## src/rtl/pkt_frame_pkg.sv

```systemverilog
// Shared types and helpers for the per-channel packet framing monitor.
// Latency: n/a (types, constants and pure functions only).
// Backpressure: n/a.
package pkt_frame_pkg;

    // Channel FSM encoding; these values are visible on the state output bus.
    typedef enum logic [2:0] {
        ST_IDLE = 3'd0,
        ST_HEAD = 3'd1,
        ST_DATA = 3'd2,
        ST_TAIL = 3'd3,
        ST_ERR  = 3'd4
    } chan_state_e;

    // Beat classes decoded from valid/head/tail.
    typedef enum logic [2:0] {
        BEAT_NONE = 3'd0,
        BEAT_BODY = 3'd1,
        BEAT_H    = 3'd2,
        BEAT_T    = 3'd3,
        BEAT_HT   = 3'd4
    } beat_e;

    localparam int STATE_W = 3;

    // Width of a beat counter able to hold 0..max_len.
    function automatic int len_w(input int max_len);
        return $clog2(max_len + 1);
    endfunction

    // head/tail are ignored without valid; head together with tail is its own class.
    function automatic beat_e classify(input logic v, input logic h, input logic t);
        beat_e b;
        if (!v)            b = BEAT_NONE;
        else if (h && t)   b = BEAT_HT;
        else if (h)        b = BEAT_H;
        else if (t)        b = BEAT_T;
        else               b = BEAT_BODY;
        return b;
    endfunction

endpackage

```

## src/rtl/pkt_chan_fsm.sv

```systemverilog
// Single-channel framing FSM with beat counter; flags done/err and reports packet length.
// Latency: state, done and length reflect a beat one cycle after it; err pulse likewise.
// Backpressure: none, every beat is consumed in the cycle it is presented.
module pkt_chan_fsm
    import pkt_frame_pkg::*;
#(
    parameter int MAX_LEN = 16,
    parameter int LEN_W   = len_w(MAX_LEN)
) (
    input  logic                 clk,
    input  logic                 reset_n,
    input  logic                 i_valid,
    input  logic                 i_head,
    input  logic                 i_tail,
    output logic [STATE_W-1:0]   o_state,
    output logic                 o_done,
    output logic                 o_err,
    output logic [LEN_W-1:0]     o_len
);

    // A body beat in DATA is accepted only while the count stays below this,
    // leaving room for the tail so a finished packet never exceeds MAX_LEN.
    localparam logic [LEN_W-1:0] BODY_CAP = LEN_W'(MAX_LEN - 1);
    localparam logic [LEN_W-1:0] ONE      = LEN_W'(1);

    chan_state_e        r_state;
    chan_state_e        w_state_nxt;
    logic [LEN_W-1:0]   r_cnt;
    logic [LEN_W-1:0]   w_cnt_nxt;
    logic               r_err_pulse;
    beat_e              w_beat;

    assign w_beat = classify(i_valid, i_head, i_tail);

    // Next-state and beat-count decode.
    always_comb begin
        w_state_nxt = r_state;
        w_cnt_nxt   = r_cnt;
        case (r_state)
            ST_IDLE: begin
                case (w_beat)
                    BEAT_H:    begin w_state_nxt = ST_HEAD; w_cnt_nxt = ONE; end
                    BEAT_NONE: w_state_nxt = ST_IDLE;
                    default:   w_state_nxt = ST_ERR;
                endcase
            end
            ST_HEAD: begin
                case (w_beat)
                    BEAT_BODY: begin w_state_nxt = ST_DATA; w_cnt_nxt = r_cnt + ONE; end
                    BEAT_T:    begin w_state_nxt = ST_TAIL; w_cnt_nxt = r_cnt + ONE; end
                    BEAT_NONE: w_state_nxt = ST_HEAD;
                    default:   w_state_nxt = ST_ERR;
                endcase
            end
            ST_DATA: begin
                case (w_beat)
                    BEAT_BODY: begin
                        if (r_cnt < BODY_CAP) begin
                            w_state_nxt = ST_DATA;
                            w_cnt_nxt   = r_cnt + ONE;
                        end else begin
                            w_state_nxt = ST_ERR;
                        end
                    end
                    BEAT_T:    begin w_state_nxt = ST_TAIL; w_cnt_nxt = r_cnt + ONE; end
                    BEAT_NONE: w_state_nxt = ST_DATA;
                    default:   w_state_nxt = ST_ERR;
                endcase
            end
            ST_TAIL: begin
                case (w_beat)
                    BEAT_H:    begin w_state_nxt = ST_HEAD; w_cnt_nxt = ONE; end
                    BEAT_NONE: w_state_nxt = ST_IDLE;
                    default:   w_state_nxt = ST_ERR;
                endcase
            end
            ST_ERR: begin
                if (w_beat == BEAT_H) begin
                    w_state_nxt = ST_HEAD;
                    w_cnt_nxt   = ONE;
                end
            end
            default: w_state_nxt = ST_IDLE;
        endcase
    end

    // State, count and error-entry pulse registers.
    always_ff @(posedge clk or negedge reset_n) begin
        if (!reset_n) begin
            r_state     <= ST_IDLE;
            r_cnt       <= '0;
            r_err_pulse <= 1'b0;
        end else begin
            r_state     <= w_state_nxt;
            r_cnt       <= w_cnt_nxt;
            r_err_pulse <= (w_state_nxt == ST_ERR) && (r_state != ST_ERR);
        end
    end

    assign o_state = r_state;
    assign o_done  = (r_state == ST_TAIL);
    assign o_err   = r_err_pulse;
    assign o_len   = o_done ? r_cnt : '0;

endmodule

```

## src/rtl/pkt_frame_mon.sv

```systemverilog
// Multi-channel packet framing monitor with saturating aggregate done/error counters.
// Latency: per-channel outputs one cycle after the beat; counters one cycle after the pulses.
// Backpressure: none, inputs are observed every cycle and never stalled.
module pkt_frame_mon
    import pkt_frame_pkg::*;
#(
    parameter int   NCH     = 4,
    parameter int   MAX_LEN = 16,
    parameter int   CNT_W   = 8,
    localparam int  LEN_W   = len_w(MAX_LEN)
) (
    input  logic                   clk,
    input  logic                   reset_n,
    input  logic [NCH-1:0]         valid,
    input  logic [NCH-1:0]         head,
    input  logic [NCH-1:0]         tail,
    input  logic                   clr,
    output logic [3*NCH-1:0]       state,
    output logic [NCH-1:0]         pkt_done,
    output logic [NCH-1:0]         pkt_err,
    output logic [LEN_W*NCH-1:0]   pkt_len,
    output logic [CNT_W-1:0]       done_cnt,
    output logic [CNT_W-1:0]       err_cnt
);

    localparam int SUM_W = $clog2(NCH + 1);
    localparam int ACC_W = CNT_W + SUM_W;
    localparam logic [CNT_W-1:0] CNT_MAX = {CNT_W{1'b1}};

    logic [STATE_W-1:0] w_state [NCH];
    logic [LEN_W-1:0]   w_len   [NCH];
    logic               w_done  [NCH];
    logic               w_err   [NCH];

    logic [SUM_W-1:0]   w_done_sum;
    logic [SUM_W-1:0]   w_err_sum;
    logic [ACC_W-1:0]   w_done_acc;
    logic [ACC_W-1:0]   w_err_acc;
    logic [CNT_W-1:0]   w_done_nxt;
    logic [CNT_W-1:0]   w_err_nxt;
    logic [CNT_W-1:0]   r_done_cnt;
    logic [CNT_W-1:0]   r_err_cnt;

    genvar g;
    generate
        for (g = 0; g < NCH; g++) begin : g_chan
            pkt_chan_fsm #(
                .MAX_LEN (MAX_LEN),
                .LEN_W   (LEN_W)
            ) u_chan (
                .clk     (clk),
                .reset_n (reset_n),
                .i_valid (valid[g]),
                .i_head  (head[g]),
                .i_tail  (tail[g]),
                .o_state (w_state[g]),
                .o_done  (w_done[g]),
                .o_err   (w_err[g]),
                .o_len   (w_len[g])
            );
        end
    endgenerate

    // Pack channel outputs onto the flat buses and count this cycle's pulses.
    always_comb begin
        state      = '0;
        pkt_len    = '0;
        pkt_done   = '0;
        pkt_err    = '0;
        w_done_sum = '0;
        w_err_sum  = '0;
        for (int i = 0; i < NCH; i++) begin
            state[3*i +: 3]         = w_state[i];
            pkt_len[LEN_W*i +: LEN_W] = w_len[i];
            pkt_done[i]             = w_done[i];
            pkt_err[i]              = w_err[i];
            w_done_sum              = w_done_sum + SUM_W'(w_done[i]);
            w_err_sum               = w_err_sum + SUM_W'(w_err[i]);
        end
    end

    // Saturating add done in a wider accumulator so several simultaneous pulses cannot wrap.
    always_comb begin
        w_done_acc = ACC_W'(r_done_cnt) + ACC_W'(w_done_sum);
        w_err_acc  = ACC_W'(r_err_cnt) + ACC_W'(w_err_sum);
        w_done_nxt = (w_done_acc > ACC_W'(CNT_MAX)) ? CNT_MAX : w_done_acc[CNT_W-1:0];
        w_err_nxt  = (w_err_acc > ACC_W'(CNT_MAX)) ? CNT_MAX : w_err_acc[CNT_W-1:0];
    end

    // Aggregate counters; clear wins over a same-cycle increment.
    always_ff @(posedge clk or negedge reset_n) begin
        if (!reset_n) begin
            r_done_cnt <= '0;
            r_err_cnt  <= '0;
        end else if (clr) begin
            r_done_cnt <= '0;
            r_err_cnt  <= '0;
        end else begin
            r_done_cnt <= w_done_nxt;
            r_err_cnt  <= w_err_nxt;
        end
    end

    assign done_cnt = r_done_cnt;
    assign err_cnt  = r_err_cnt;

endmodule

```

## config.mk

```make
export PLATFORM = sky130hd
export DESIGN_NAME = pkt_frame_mon
export DESIGN_NICKNAME = d
export VERILOG_FILES = /design/src/rtl/pkt_frame_pkg.sv /design/src/rtl/pkt_chan_fsm.sv /design/src/rtl/pkt_frame_mon.sv
export SDC_FILE = /design/constraint.sdc
export NUM_CORES = 1
export LEC_CHECK = 0
export CAP_MARGIN = 20
export CORE_UTILIZATION = 29
export DETAILED_ROUTE_END_ITERATION = 8
export PLACE_DENSITY_LB_ADDON = 0.05
export SETUP_SLACK_MARGIN = 0.15
export SLEW_MARGIN = 20
export SYNTH_ARGS = -nofsm -noshare
export SYNTH_HDL_FRONTEND = slang
export SYNTH_HIERARCHICAL = 1
export SYNTH_SLANG_ARGS = --single-unit
```

## constraint.sdc

```tcl
create_clock -name clk -period 6.6 [get_ports clk]
set_input_delay 0.99 -clock clk [delete_from_list [all_inputs] [get_ports clk]]
set_output_delay 0.99 -clock clk [all_outputs]
set_load 0.02 [all_outputs]
```

# Word-level counts from Yosys, hierarchy flattened
# Cells that the tools add are included.
dict set report classes {
  addsub 12
  n_lt_le_gt_ge 6
  eq_ne 52
  n_mux 68
  n_reduce_logical 36
}
# op n
set ops {}
lappend ops {{two-way mux 5 bit} 16}
lappend ops {{case mux 3 bit (3 select lines)} 8}
lappend ops {{two-way mux 3 bit} 20}
lappend ops {{case mux 5 bit (3 select lines)} 4}
lappend ops {{equality test 3 x 2 -> 1 bit (second input constant)} 16}
lappend ops {{case mux 3 bit (4 select lines)} 4}
lappend ops {{case mux 5 bit (2 select lines)} 4}
lappend ops {{two-way mux 8 bit} 4}
lappend ops {{equality test 3 x 1 -> 1 bit (second input constant)} 8}
lappend ops {{equality test 3 bit (second input constant)} 8}
lappend ops {{logical NOT 3 bit} 8}
lappend ops {{case mux 3 bit (2 select lines)} 4}
lappend ops {{adder 5 x 1 -> 5 bit (second input constant)} 4}
lappend ops {{< comparator 5 x 4 -> 1 bit (second input constant)} 4}
lappend ops {{AND reduction 5 bit} 4}
lappend ops {{adder 8 x 3 -> 9 bit} 2}
lappend ops {{greater-than comparator 9 x 8 -> 1 bit (second input constant)} 2}
lappend ops {{OR reduction 2 bit} 8}
lappend ops {{!= test 3 x 1 -> 1 bit (second input constant)} 4}
lappend ops {{!= test 3 x 2 -> 1 bit (second input constant)} 4}
lappend ops {{!= test 3 bit (second input constant)} 4}
lappend ops {{nonzero test 3 bit} 4}
lappend ops {{OR reduction 3 bit} 4}
lappend ops {{logical AND 1 bit} 8}
lappend ops {{other kinds (6)} 18}
dict set report word_totals {
  register_bits 52
  input_bits 15
  output_inout_bits 56
  elab_cells 188
}

# Depth between registers and ports, before layout
# Gate-level depths: netlist of run 1.
dict set report depth {
  ltp_word 9
  depth_mapped 11
  depth_no_buf 10
}

# By module
# Netlist of run 1, hierarchy kept.
# module n_inst cells_each area_per_inst_um2 seq_area_each_um2
set by_module_without_submodules {}
lappend by_module_without_submodules {pkt_chan_fsm 4 71 651.9 225.2}
lappend by_module_without_submodules {pkt_frame_mon 1 86 943.4 400.4}

# Least setup slack after synthesis of run 1
# Ideal clock, no wire load.
dict set report synth_timing {
  kind {reg-to-reg}
  start {reg g_chan[0].u_chan.r_state[2]}
  end {reg r_done_cnt[6] (netlist: done_cnt[6])}
  setup_time_ns 0.134
  arrival_ns 2.749
  required_time_ns 6.466
  slack_ns 3.717
  stages_incl_launch_ff 12
  path_buffers 1
  period_less_slack_ns 2.883
  path_cell_list {dfrtp_1 and3b_1 buf_6 fa_1 inv_1 fa_1 inv_1 fa_1 and3_1 and3_4 mux2i_1 nor2_1}
}
dict set report synth_between {
  elab_chain_cells 8
}
# element line
set synth_lines {}
lappend synth_lines {{start, declared} pkt_chan_fsm.sv:26} ;# chan_state_e r_state;
lappend synth_lines {{start signal, assigned} pkt_chan_fsm.sv:94} ;# r_state <= w_state_nxt;
lappend synth_lines {{equality test 3 x 2 -> 1 bit (*)} pkt_chan_fsm.sv:101} ;# assign o_done = (r_state == ST_TAIL);
lappend synth_lines {{net pkt_done[0]} pkt_frame_mon.sv:19} ;# output logic [NCH-1:0] pkt_done,
lappend synth_lines {{adder 1 x 1 -> 2 bit (*)} pkt_frame_mon.sv:77} ;# w_done_sum = w_done_sum + SUM_W'(w_done[i]);
lappend synth_lines {{adder 2 x 1 -> 3 bit (*)} pkt_frame_mon.sv:77}
lappend synth_lines {{adder 3 x 1 -> 3 bit (*)} pkt_frame_mon.sv:77}
lappend synth_lines {{adder 8 x 3 -> 9 bit (*)} pkt_frame_mon.sv:84} ;# w_done_acc = ACC_W'(r_done_cnt) + ACC_W'(w_done_sum);
lappend synth_lines {{greater-than comparator 9 x 8 -> 1 bit} pkt_frame_mon.sv:86} ;# w_done_nxt = (w_done_acc > ACC_W'(CNT_MAX)) ? CNT_MAX : w_done_acc[CNT_W-1:0];
lappend synth_lines {{two-way mux 8 bit (*)} pkt_frame_mon.sv:86}
lappend synth_lines {{two-way mux 8 bit (*)} pkt_frame_mon.sv:95} ;# end else if (clr) begin
lappend synth_lines {{end signal, assigned} pkt_frame_mon.sv:99} ;# r_done_cnt <= w_done_nxt;
lappend synth_lines {{end, declared} pkt_frame_mon.sv:41} ;# logic [CNT_W-1:0] r_done_cnt;
# Mark *: on every way through the listed nets, which the timed path passes. The rest lies on a longest branch.
# A chain may end at the register's enable or synchronous reset.

# Worst setup path after layout of run 1
dict set report layout_timing {
  start {reg g_chan[0].u_chan.r_state[2]}
  end {out pkt_len[3]}
}
dict set report layout_between {
  elab_chain_cells 2
}
# element line
set layout_lines {}
lappend layout_lines {{equality test 3 x 2 -> 1 bit} pkt_chan_fsm.sv:101}
lappend layout_lines {{two-way mux 5 bit} pkt_chan_fsm.sv:103} ;# assign o_len = o_done ? r_cnt : '0;
lappend layout_lines {{end, declared} pkt_frame_mon.sv:21} ;# output logic [LEN_W*NCH-1:0] pkt_len,
# No other way between the ends.

==> flow_summary.json, run 1 <==
{
  "grt_start_max_net_pins": 53,
  "synth_warnings": 6,
  "crit_chain": "and3b_1 > and2_1 > clkdlybuf4s50_1",
  "ctsLongestPathBuffers": 2,
  "cp-startpoint": "g_chan[0].u_chan/o_state[2]",
  "nFillCells": 1222,
  "gp_congestion": 0.806,
  "synth.distinct_cells": 49,
  "n_antenna_cell": 0,
  "place_hpwl_um": 6260,
  "vias": 2965,
  "initial_utilization_pct": 29.7,
  "fp.dieW_um": 113,
  "cts_sinks": 52,
  "power_switching_mw": 0.377,
  "nNetsFinal": 470,
  "numCtsBuffers": 5,
  "grt_setup_unrepaired": "no",
  "finalClockSkew_ns": 0.00856,
  "avgSynthCellArea_um2": 9.60,
  "first_iter_violations": 156,
  "max_freq_mhz": 309,
  "synth_cells": 370,
  "dpl_cell_area_um2": 4370,
  "critPathTopFamily": "simple AND/OR/NAND/NOR gates",
  "hold_class": "register to register",
  "p_sw_share_pct": 35.5,
  "hold_buffers": 0,
  "reg2reg_from": "g_chan[0].u_chan/o_state[2]",
  "ir_drop_uv": 90.1,
  "worstHoldStart": "err_cnt[4]",
  "wire_per_inst_um": 14.6,
  "cp_max_fo": 11,
  "design_area_um2": 4520,
  "cp-end-kind": "output port",
  "drc": 0,
  "crit_type": "register to output port",
  "post_cts_buffers": 0,
  "ctsResizeCount": 0,
  "synthesis.area_um2": 3550,
  "clk_pin_slew_ns": 0.07,
  "min_period_over_period_pct": 49.0,
  "slowest_delay_ns": 0.64,
  "top_level_ports": 71,
  "hold_violations": 0,
  "critPathBufInv": 1,
  "grt_pass1_wl_um": 14300,
  "final-seq-area_um2": 1300,
  "multi_input_area_um2": 2120,
  "power_frac_seq_pct": 41.8,
  "tightest_slew_ns": 0.720,
  "powerDensity_nw_per_um2": 235,
  "critPathLaunchType": "register",
  "floorplan.die.height_um": 113,
  "final_antenna_net_count": 0,
  "dp_cells": 579,
  "p_comb_share_pct": 32.3,
  "fin_tns_setup_ns": 0,
  "synth-seq-cells": 52,
  "clock_tree.root_cell": "clkbuf_16",
  "synth.net_count": 401,
  "antenna_found_initial": 0,
  "num_rows": 40,
  "finalWirelength_um": 8580,
  "vias_per_cell": 5.05,
  "seq_area_frac_synth_pct": 36.6,
  "stdcell_count": 587,
  "maxCapViolations": 0,
  "p_leak_nw": 1.80,
  "worstSkewPairLatency_ns": 0.30,
  "core_um2": 12000,
  "clock_power_share_pct": 25.9,
  "total_power_mw": 1.06,
  "grt_pass1_vias": 2825,
  "power.internal_mw": 0.685,
  "timing.final.crit_period_ns": 3.23,
  "drive_gt1_share_pct": 6.36,
  "crit_slowest_cell": "and3b_1",
  "dr.pass1.iters": 4,
  "dieArea_um2": 12700,
  "status": "finished, final reports clean",
  "cp.required_ns": 5.61,
  "hold_slack_ns": 0.540,
  "cts_tree": "yes",
  "htreeDepth": 2,
  "slew_headroom_pct": 52.0,
  "syn_to_final_growth_pct": 27.4,
  "port_buffers": 70,
  "gr-usage-all-layers_pct": 14.2,
  "synth_edf_count": 0,
  "ys_dominant_reg_cell": "dfrtp_1",
  "globalRouteOverflowTotal": 0,
  "crit_arrival_ns": 2.24,
  "synthArstFlopShare_pct": 100,
  "finalSetupViolCount": 0,
  "slew_viol_final": 0
}
[path summary, 6_finish.rpt]
check / cells after the start / end / slack [ns]
setup / recovery: 3 / pkt_len[3] / 3.37
hold / removal: 1 / err_cnt[4] / 0.54
setup reg to reg: 10 / done_cnt[6] / 3.47
hold reg to reg: 1 / err_cnt[4] / 0.54
max in group asynchronous: 2 / g_chan[0].u_chan/o_state[0] / 5.29
min in group asynchronous: 2 / g_chan[2].u_chan/r_cnt[4] / 0.82
[layout make-up]
cell class	instances	share of cell area (%)
timing repair buffer	71	15.5
tap	147	4.07
clock buffer	6	3.07
sequential	52	28.8
clock inverter	2	0.332
multi-input combinational	293	46.9
inverter	16	1.33
[worst register-to-register path: cells and delay by family (launching register included)]
kind          cells  cell delay (ns)
flops             1             0.47
mux               1             0.14
fa+ha+maj         3             1.12
buf+inv           2             0.13
simple gates      4             1.13
[state kept, by name, summed over array words and instances, names as in the netlist]
name                   flops
g_chan.u_chan/r_cnt       20
g_chan.u_chan/o_state     12
done_cnt                   8
err_cnt                    8
g_chan.u_chan/o_err        4
[layer usage]
metal,vias to the layer above,GRT usage (%),part of all wire (%)
li1,1492,-,-
met1,1393,20.1,49
met2,72,21.8,45
met3,8,3.02,4.8
met4,0,4.27,1.1
met5,-,0,0
[cells by family after synthesis]
logic type / Yosys count / share of synthesized area [%]
AOI/OAI and AO/OA: 99 / 20.3
xor gates and xnor gates: 9 / 2.22
adders and majority gates: 16 / 6.91
buffers and inverters: 25 / 3.63
DFF: 52 / 36.6
muxes: 6 / 1.69
and+or+nand+nor: 163 / 28.6
[power groups by stage]
| stage | Sequential [mW] | Clock (mW) | Combinational, mW |
|---|---|---|---|
| global placement | 0.450 | 0 | 0.346 |
| CTS | 0.445 | 0.290 | 0.348 |
| floorplan | 0.464 | 0 | 0.200 |
| global route | 0.456 | 0.303 | 0.379 |
| finish | 0.444 | 0.275 | 0.343 |
| detailed placement | 0.450 | 0 | 0.344 |
[stage by stage]
| step | setup slack, ns | utilization [%] |
|---|---|---|
| 2_1_floorplan | 3.72 | - |
| 6_report | 3.37 | 37.8 |
| 3_5_place_dp | 3.48 | 36.5 |
| 3_3_place_gp | 3.51 | 36.5 |
| 5_1_grt | 3.23 | 37.8 |
| 4_1_cts | 3.36 | 37.8 |
[placed cells by master, fill, tap and decap left out, types with 5 or more instances in the layout]
master,n
clkdlybuf4s50_1,69
dfrtp_1,52
nand2_1,27
nand2b_1,24
and2_1,24
nor2_1,18
a21oi_1,17
inv_1,16
o21ai_0,16
nor3_1,13
ha_1,10
a22oi_1,8
o32ai_1,8
o21ai_1,8
o21a_1,8
and3_1,7
mux2i_1,6
nor2b_1,6
xnor2_1,6
fa_1,6
o31ai_1,5
clkbuf_16,5
[cell usage after synthesis, types with 7 or more instances]
master,instances,area share (%)
a21oi_1,17,2.4
nand2b_1,24,4.2
o32ai_1,8,2.0
and2_1,24,4.2
dfrtp_1,52,37
and3_1,7,1.2
ha_1,10,3.5
a22oi_1,8,1.7
nor2_1,18,1.9
nor3_1,13,1.8
o21ai_0,16,2.3
nand2_1,27,2.9
o21ai_1,8,1.1
o21a_1,8,1.7
inv_1,16,1.7
(Power assumes the default switching activity.)
==> run 2, diff against run 1 <==
clock period = 3.3 ns   (was 6.6 ns; I/O delays follow)
==> run 2 against run 1 <==
  * Via count up 1.6%
  * Final cell count grew 0.85%
  * Die area is the same
  * Clock power rose by 90%
  * Sequential share of layout area shrank 0.18 points
  * Total power up 98%
  * Setup slack lost 2.9 ns
  * Global-route usage down 0.11 points
  * Clock skew grew 0.0058 ns
  * Combinational power increased by 100%
  * Largest cell class unchanged
  * Highest routed layer unchanged
==> flow_summary.json, run 2 (same netlist as run 1, synthesis figures left out) <==
{
  "status": "finished, final reports clean",
  "ir_drop_uv": 194,
  "vias": 3011,
  "port_buffers": 70,
  "numCtsBuffers": 5,
  "grt_pass1_vias": 2824,
  "finalSetupViolCount": 0,
  "hold_class": "input pin to asynchronous set/reset pin",
  "worstSkewPairLatency_ns": 0.30,
  "final_common_cell": "clkdlybuf4s50_1",
  "slew_headroom_pct": 44.6,
  "top_level_ports": 71,
  "gp_congestion": 0.800,
  "clk_pin_slew_ns": 0.08,
  "slew_viol_final": 0,
  "tightest_slew_ns": 0.831,
  "min_period_over_period_pct": 85.2,
  "first_iter_violations": 114,
  "finalWirelength_um": 8560,
  "grt_pass1_wl_um": 14300,
  "p_leak_nw": 1.82,
  "cp-end-kind": "register",
  "dieArea_um2": 12700,
  "hold_buffers": 0,
  "drive_gt1_share_pct": 7.19,
  "utilization_pct": 38.1,
  "final_antenna_net_count": 0,
  "nFillCells": 1215,
  "core_um2": 12000,
  "clock_tree.root_cell": "clkbuf_16",
  "hold_violations": 0,
  "grt_setup_unrepaired": "no",
  "drc": 0,
  "cp.required_ns": 3.46,
  "htreeDepth": 2,
  "largest_reg_flops": 20,
  "globalRouteOverflowTotal": 0,
  "cts_sinks": 52,
  "syn_to_final_growth_pct": 28.2,
  "max_freq_mhz": 355,
  "n_antenna_cell": 0,
  "cts_tree": "yes",
  "fin_tns_setup_ns": 0,
  "num_rows": 40,
  "wire_per_inst_um": 14.5,
  "crit_arrival_ns": 2.98,
  "dr.pass1.iters": 4,
  "grt_start_max_net_pins": 36,
  "fp.dieW_um": 113,
  "critPathLaunchType": "register",
  "initial_utilization_pct": 29.7,
  "post_cts_buffers": 0,
  "final_cell_mix": "69 x clkdlybuf4s50_1, 52 x dfrtp_1, 27 x nand2_1, 24 x nand2b_1, 24 x and2_1",
  "place_hpwl_um": 6480,
  "maxCapViolations": 0,
  "timing.final.crit_period_ns": 2.81,
  "nNetsFinal": 475,
  "cp_max_fo": 8,
  "floorplan.die.height_um": 113,
  "antenna_found_initial": 0,
  "finalClockSkew_ns": 0.0144,
  "vias_per_cell": 5.09,
  "ctsResizeCount": 0,
  "ctsLongestPathBuffers": 2,
  "top_register": "g_chan.u_chan/r_cnt",
  "crit_type": "register to register",
  "gr-usage-all-layers_pct": 14.1,
  "powerDensity_nw_per_um2": 462
}
run 2: changes by cell type in the layout (fill, tap and decap cells not counted), sizes merged:
cell and change:
buf +5, clkinvlp -1, clkinv +1
run 2: stage by stage:
step	worst slack [ns]	power, mW	hold slack (ns)	instance area [um^2]	cells
2_1_floorplan	0.417	1.33	0.199	3550	370
6_report	0.487	2.10	0.293	4550	592
3_3_place_gp	0.513	1.60	0.535	4410	584
5_1_grt	0.319	2.26	0.383	4550	592
3_5_place_dp	0.484	1.59	0.529	4410	584
4_1_cts	0.479	2.13	0.327	4550	592
run 2: final timing paths:
check                                             from                           to  slack, ns  depth (start not counted)
setup / recovery           g_chan[1].u_chan/o_state[0]                  done_cnt[6]       0.49                         10
hold / removal                                 reset_n  g_chan[2].u_chan/o_state[0]       0.29                          1
setup reg to reg           g_chan[1].u_chan/o_state[0]                  done_cnt[6]       0.49                         10
hold reg to reg                             err_cnt[4]                   err_cnt[4]       0.54                          1
max in group asynchronous                      reset_n    g_chan[1].u_chan/r_cnt[4]       2.23                          2
min in group clk                            err_cnt[4]                   err_cnt[4]       0.54                          1
run 2: final cells by class:
| type | count | area [um^2] | area share (%) |
|---|---|---|---|
| clock buffers | 6 | 129 | 2.83 |
| repair buffers | 76 | 741 | 16.3 |
| clock inverters | 2 | 16.3 | 0.357 |
| inverters | 16 | 60.1 | 1.32 |
| flip-flops and latches | 52 | 1300 | 28.6 |
| well taps | 147 | 184 | 4.04 |
| multi-input cells | 293 | 2120 | 46.6 |
run 2: metal layers:
| layer | up-vias | part of all wire, % | track usage [%] |
|---|---|---|---|
| li1 | 1494 | - | - |
| met2 | 93 | 45 | 21.9 |
| met5 | - | 0 | 0 |
| met1 | 1414 | 49 | 20.0 |
| met3 | 10 | 5.2 | 3.08 |
| met4 | 0 | 0.93 | 3.47 |
run 2: worst max-delay path, cell delays in order, from the launching register on:
cell and delay, ns:
dfrtp_1 0.47, and3b_1 0.28, fa_1 0.51, inv_1 0.05, fa_1 0.37, inv_1 0.08
fa_1 0.25, and3_1 0.21, and3_4 0.22, mux2i_1 0.18, nor2_1 0.05
run 2: report_power, final:
| part | leakage, nW | switching (mW) | internal, mW |
|---|---|---|---|
| Combinational | 1.07 | 0.364 | 0.336 |
| Sequential | 0.687 | 0.141 | 0.737 |
| Clock | 0.0671 | 0.239 | 0.283 |
==> run 3, diff against run 2 <==
CTS_BUF_LIST = sky130_fd_sc_hd__clkbuf_16   (was default)
SKIP_CTS_REPAIR_TIMING = 1   (was default)
==> run 3 against run 2 <==
  * Setup slack barely moved
  * Largest power group unchanged
  * Highest routed layer unchanged
  * Utilization is the same
  * Worst hold slack about the same
  * First-iteration DRC count is the same
  * Sequential share of layout area did not move
  * Total power shrank 0.12%
  * Design area unchanged
==> flow_summary.json, run 3 (same netlist as run 1, synthesis figures left out) <==
{
  "status": "finished, final reports clean",
  "timing.final.crit_period_ns": 2.81,
  "nNetsFinal": 475,
  "power_switching_mw": 0.745,
  "tightest_slew_ns": 0.831,
  "grt_setup_unrepaired": "no",
  "slew_viol_final": 0,
  "globalRouteOverflowTotal": 0,
  "gp_congestion": 0.800,
  "cts_tree": "yes",
  "maxCapViolations": 0,
  "floorplan.die.height_um": 113,
  "grt_pass1_wl_um": 14300,
  "cp.required_ns": 3.46,
  "wire_per_inst_um": 14.5,
  "hold_class": "input pin to asynchronous set/reset pin",
  "clk_pin_slew_ns": 0.08,
  "hold_slack_ns": 0.293,
  "cts_sinks": 52,
  "numCtsBuffers": 5,
  "antenna_found_initial": 0,
  "crit_type": "register to register",
  "dr.pass1.iters": 4,
  "ctsLongestPathBuffers": 2,
  "crit_arrival_ns": 2.98,
  "top_level_ports": 71,
  "hold_violations": 0,
  "clock_tree.root_cell": "clkbuf_16",
  "max_freq_mhz": 356,
  "finalWirelength_um": 8570,
  "port_buffers": 70,
  "n_antenna_cell": 0,
  "nFillCells": 1215,
  "p_comb_share_pct": 33.4,
  "slew_headroom_pct": 44.6,
  "final_antenna_net_count": 0,
  "htreeDepth": 2,
  "fin_tns_setup_ns": 0,
  "largest_reg_flops": 20,
  "gr-usage-all-layers_pct": 14.1,
  "power.internal_mw": 1.35,
  "drc": 0,
  "p_leak_nw": 1.83,
  "place_hpwl_um": 6480,
  "cp-end-kind": "register",
  "power_frac_seq_pct": 41.9,
  "min_period_over_period_pct": 85.2,
  "final_common_cell": "clkdlybuf4s50_1",
  "grt_pass1_vias": 2824,
  "vias": 3012,
  "finalSetupViolCount": 0,
  "drive_gt1_share_pct": 7.19,
  "powerDensity_nw_per_um2": 461,
  "core_um2": 12000,
  "fp.dieW_um": 113,
  "vias_per_cell": 5.09,
  "ir_drop_uv": 194,
  "final_cell_mix": "69 x clkdlybuf4s50_1, 52 x dfrtp_1, 27 x nand2_1, 24 x nand2b_1, 24 x and2_1",
  "dieArea_um2": 12700,
  "num_rows": 40,
  "grt_start_max_net_pins": 36,
  "top_register": "g_chan.u_chan/r_cnt",
  "syn_to_final_growth_pct": 28.2,
  "worstSkewPairLatency_ns": 0.30,
  "initial_utilization_pct": 29.7,
  "finalClockSkew_ns": 0.0144,
  "cp_max_fo": 8,
  "critPathLaunchType": "register",
  "total_power_mw": 2.10,
  "first_iter_violations": 114,
  "p_sw_share_pct": 35.5,
  "clock_power_share_pct": 24.8
}
[run 3: cell count changes in the layout (fill, tap and decap cells not counted), sizes merged]
cell | before | now
inv | 16 | 17
clkbuf | 6 | 5
[run 3: final timing paths]
kind                                                     to                   startpoint  slack, ns  cells past startpoint
max in group asynchronous         g_chan[1].u_chan/r_cnt[4]                      reset_n       2.23                      2
min in group clk                                 err_cnt[4]                   err_cnt[4]       0.54                      1
worst max register to register                  done_cnt[6]  g_chan[1].u_chan/o_state[0]       0.49                     10
worst max-delay path                            done_cnt[6]  g_chan[1].u_chan/o_state[0]       0.49                     10
worst min-delay path            g_chan[2].u_chan/o_state[0]                      reset_n       0.29                      1
worst min register to register                   err_cnt[4]                   err_cnt[4]       0.54                      1
[run 3: metrics by stage]
step / cell area (um^2) / setup WS [ns] / utilization [%] / cells
2_1_floorplan: 3550 / 0.417 / - / 370
3_3_place_gp: 4410 / 0.513 / 36.8 / 584
3_5_place_dp: 4410 / 0.484 / 36.8 / 584
4_1_cts: 4550 / 0.479 / 38.1 / 592
5_1_grt: 4550 / 0.319 / 38.1 / 592
6_report: 4550 / 0.487 / 38.1 / 592
[run 3: power by group through the flow]
stage                     Combinational (mW)  Clock (mW)  Sequential [mW]
after floorplan                        0.400           0            0.927
after global placement                 0.706           0            0.895
after detailed placement               0.702           0            0.891
after CTS                              0.708       0.542            0.880
after global routing                   0.786       0.563            0.904
final                                  0.700       0.520            0.878
[run 3: layer usage]
metal | global-route usage, % | part of all wire [%] | up-vias
met3 | 3.08 | 5.2 | 10
met5 | 0 | 0 | -
met4 | 3.47 | 0.93 | 0
met2 | 21.9 | 44 | 93
li1 | - | - | 1494
met1 | 20.0 | 49 | 1415
[run 3: final cells by class]
class                           count  area (um^2)  share of cell area (%)
Clock buffer                        5          125                    2.75
Clock inverter                      3         20.0                   0.440
Inverter                           16         60.1                    1.32
Multi-Input combinational cell    293         2120                    46.6
Sequential cell                    52         1300                    28.6
Tap cell                          147          184                    4.04
Timing Repair Buffer               76          741                    16.3
[run 3: worst max-delay path, stage by stage (launching register included)]
cell and delay, ns:
dfrtp_1 0.47, and3b_1 0.28, fa_1 0.51, inv_1 0.05, fa_1 0.37, inv_1 0.08, fa_1 0.25, and3_1 0.21
and3_4 0.22, mux2i_1 0.18, nor2_1 0.05
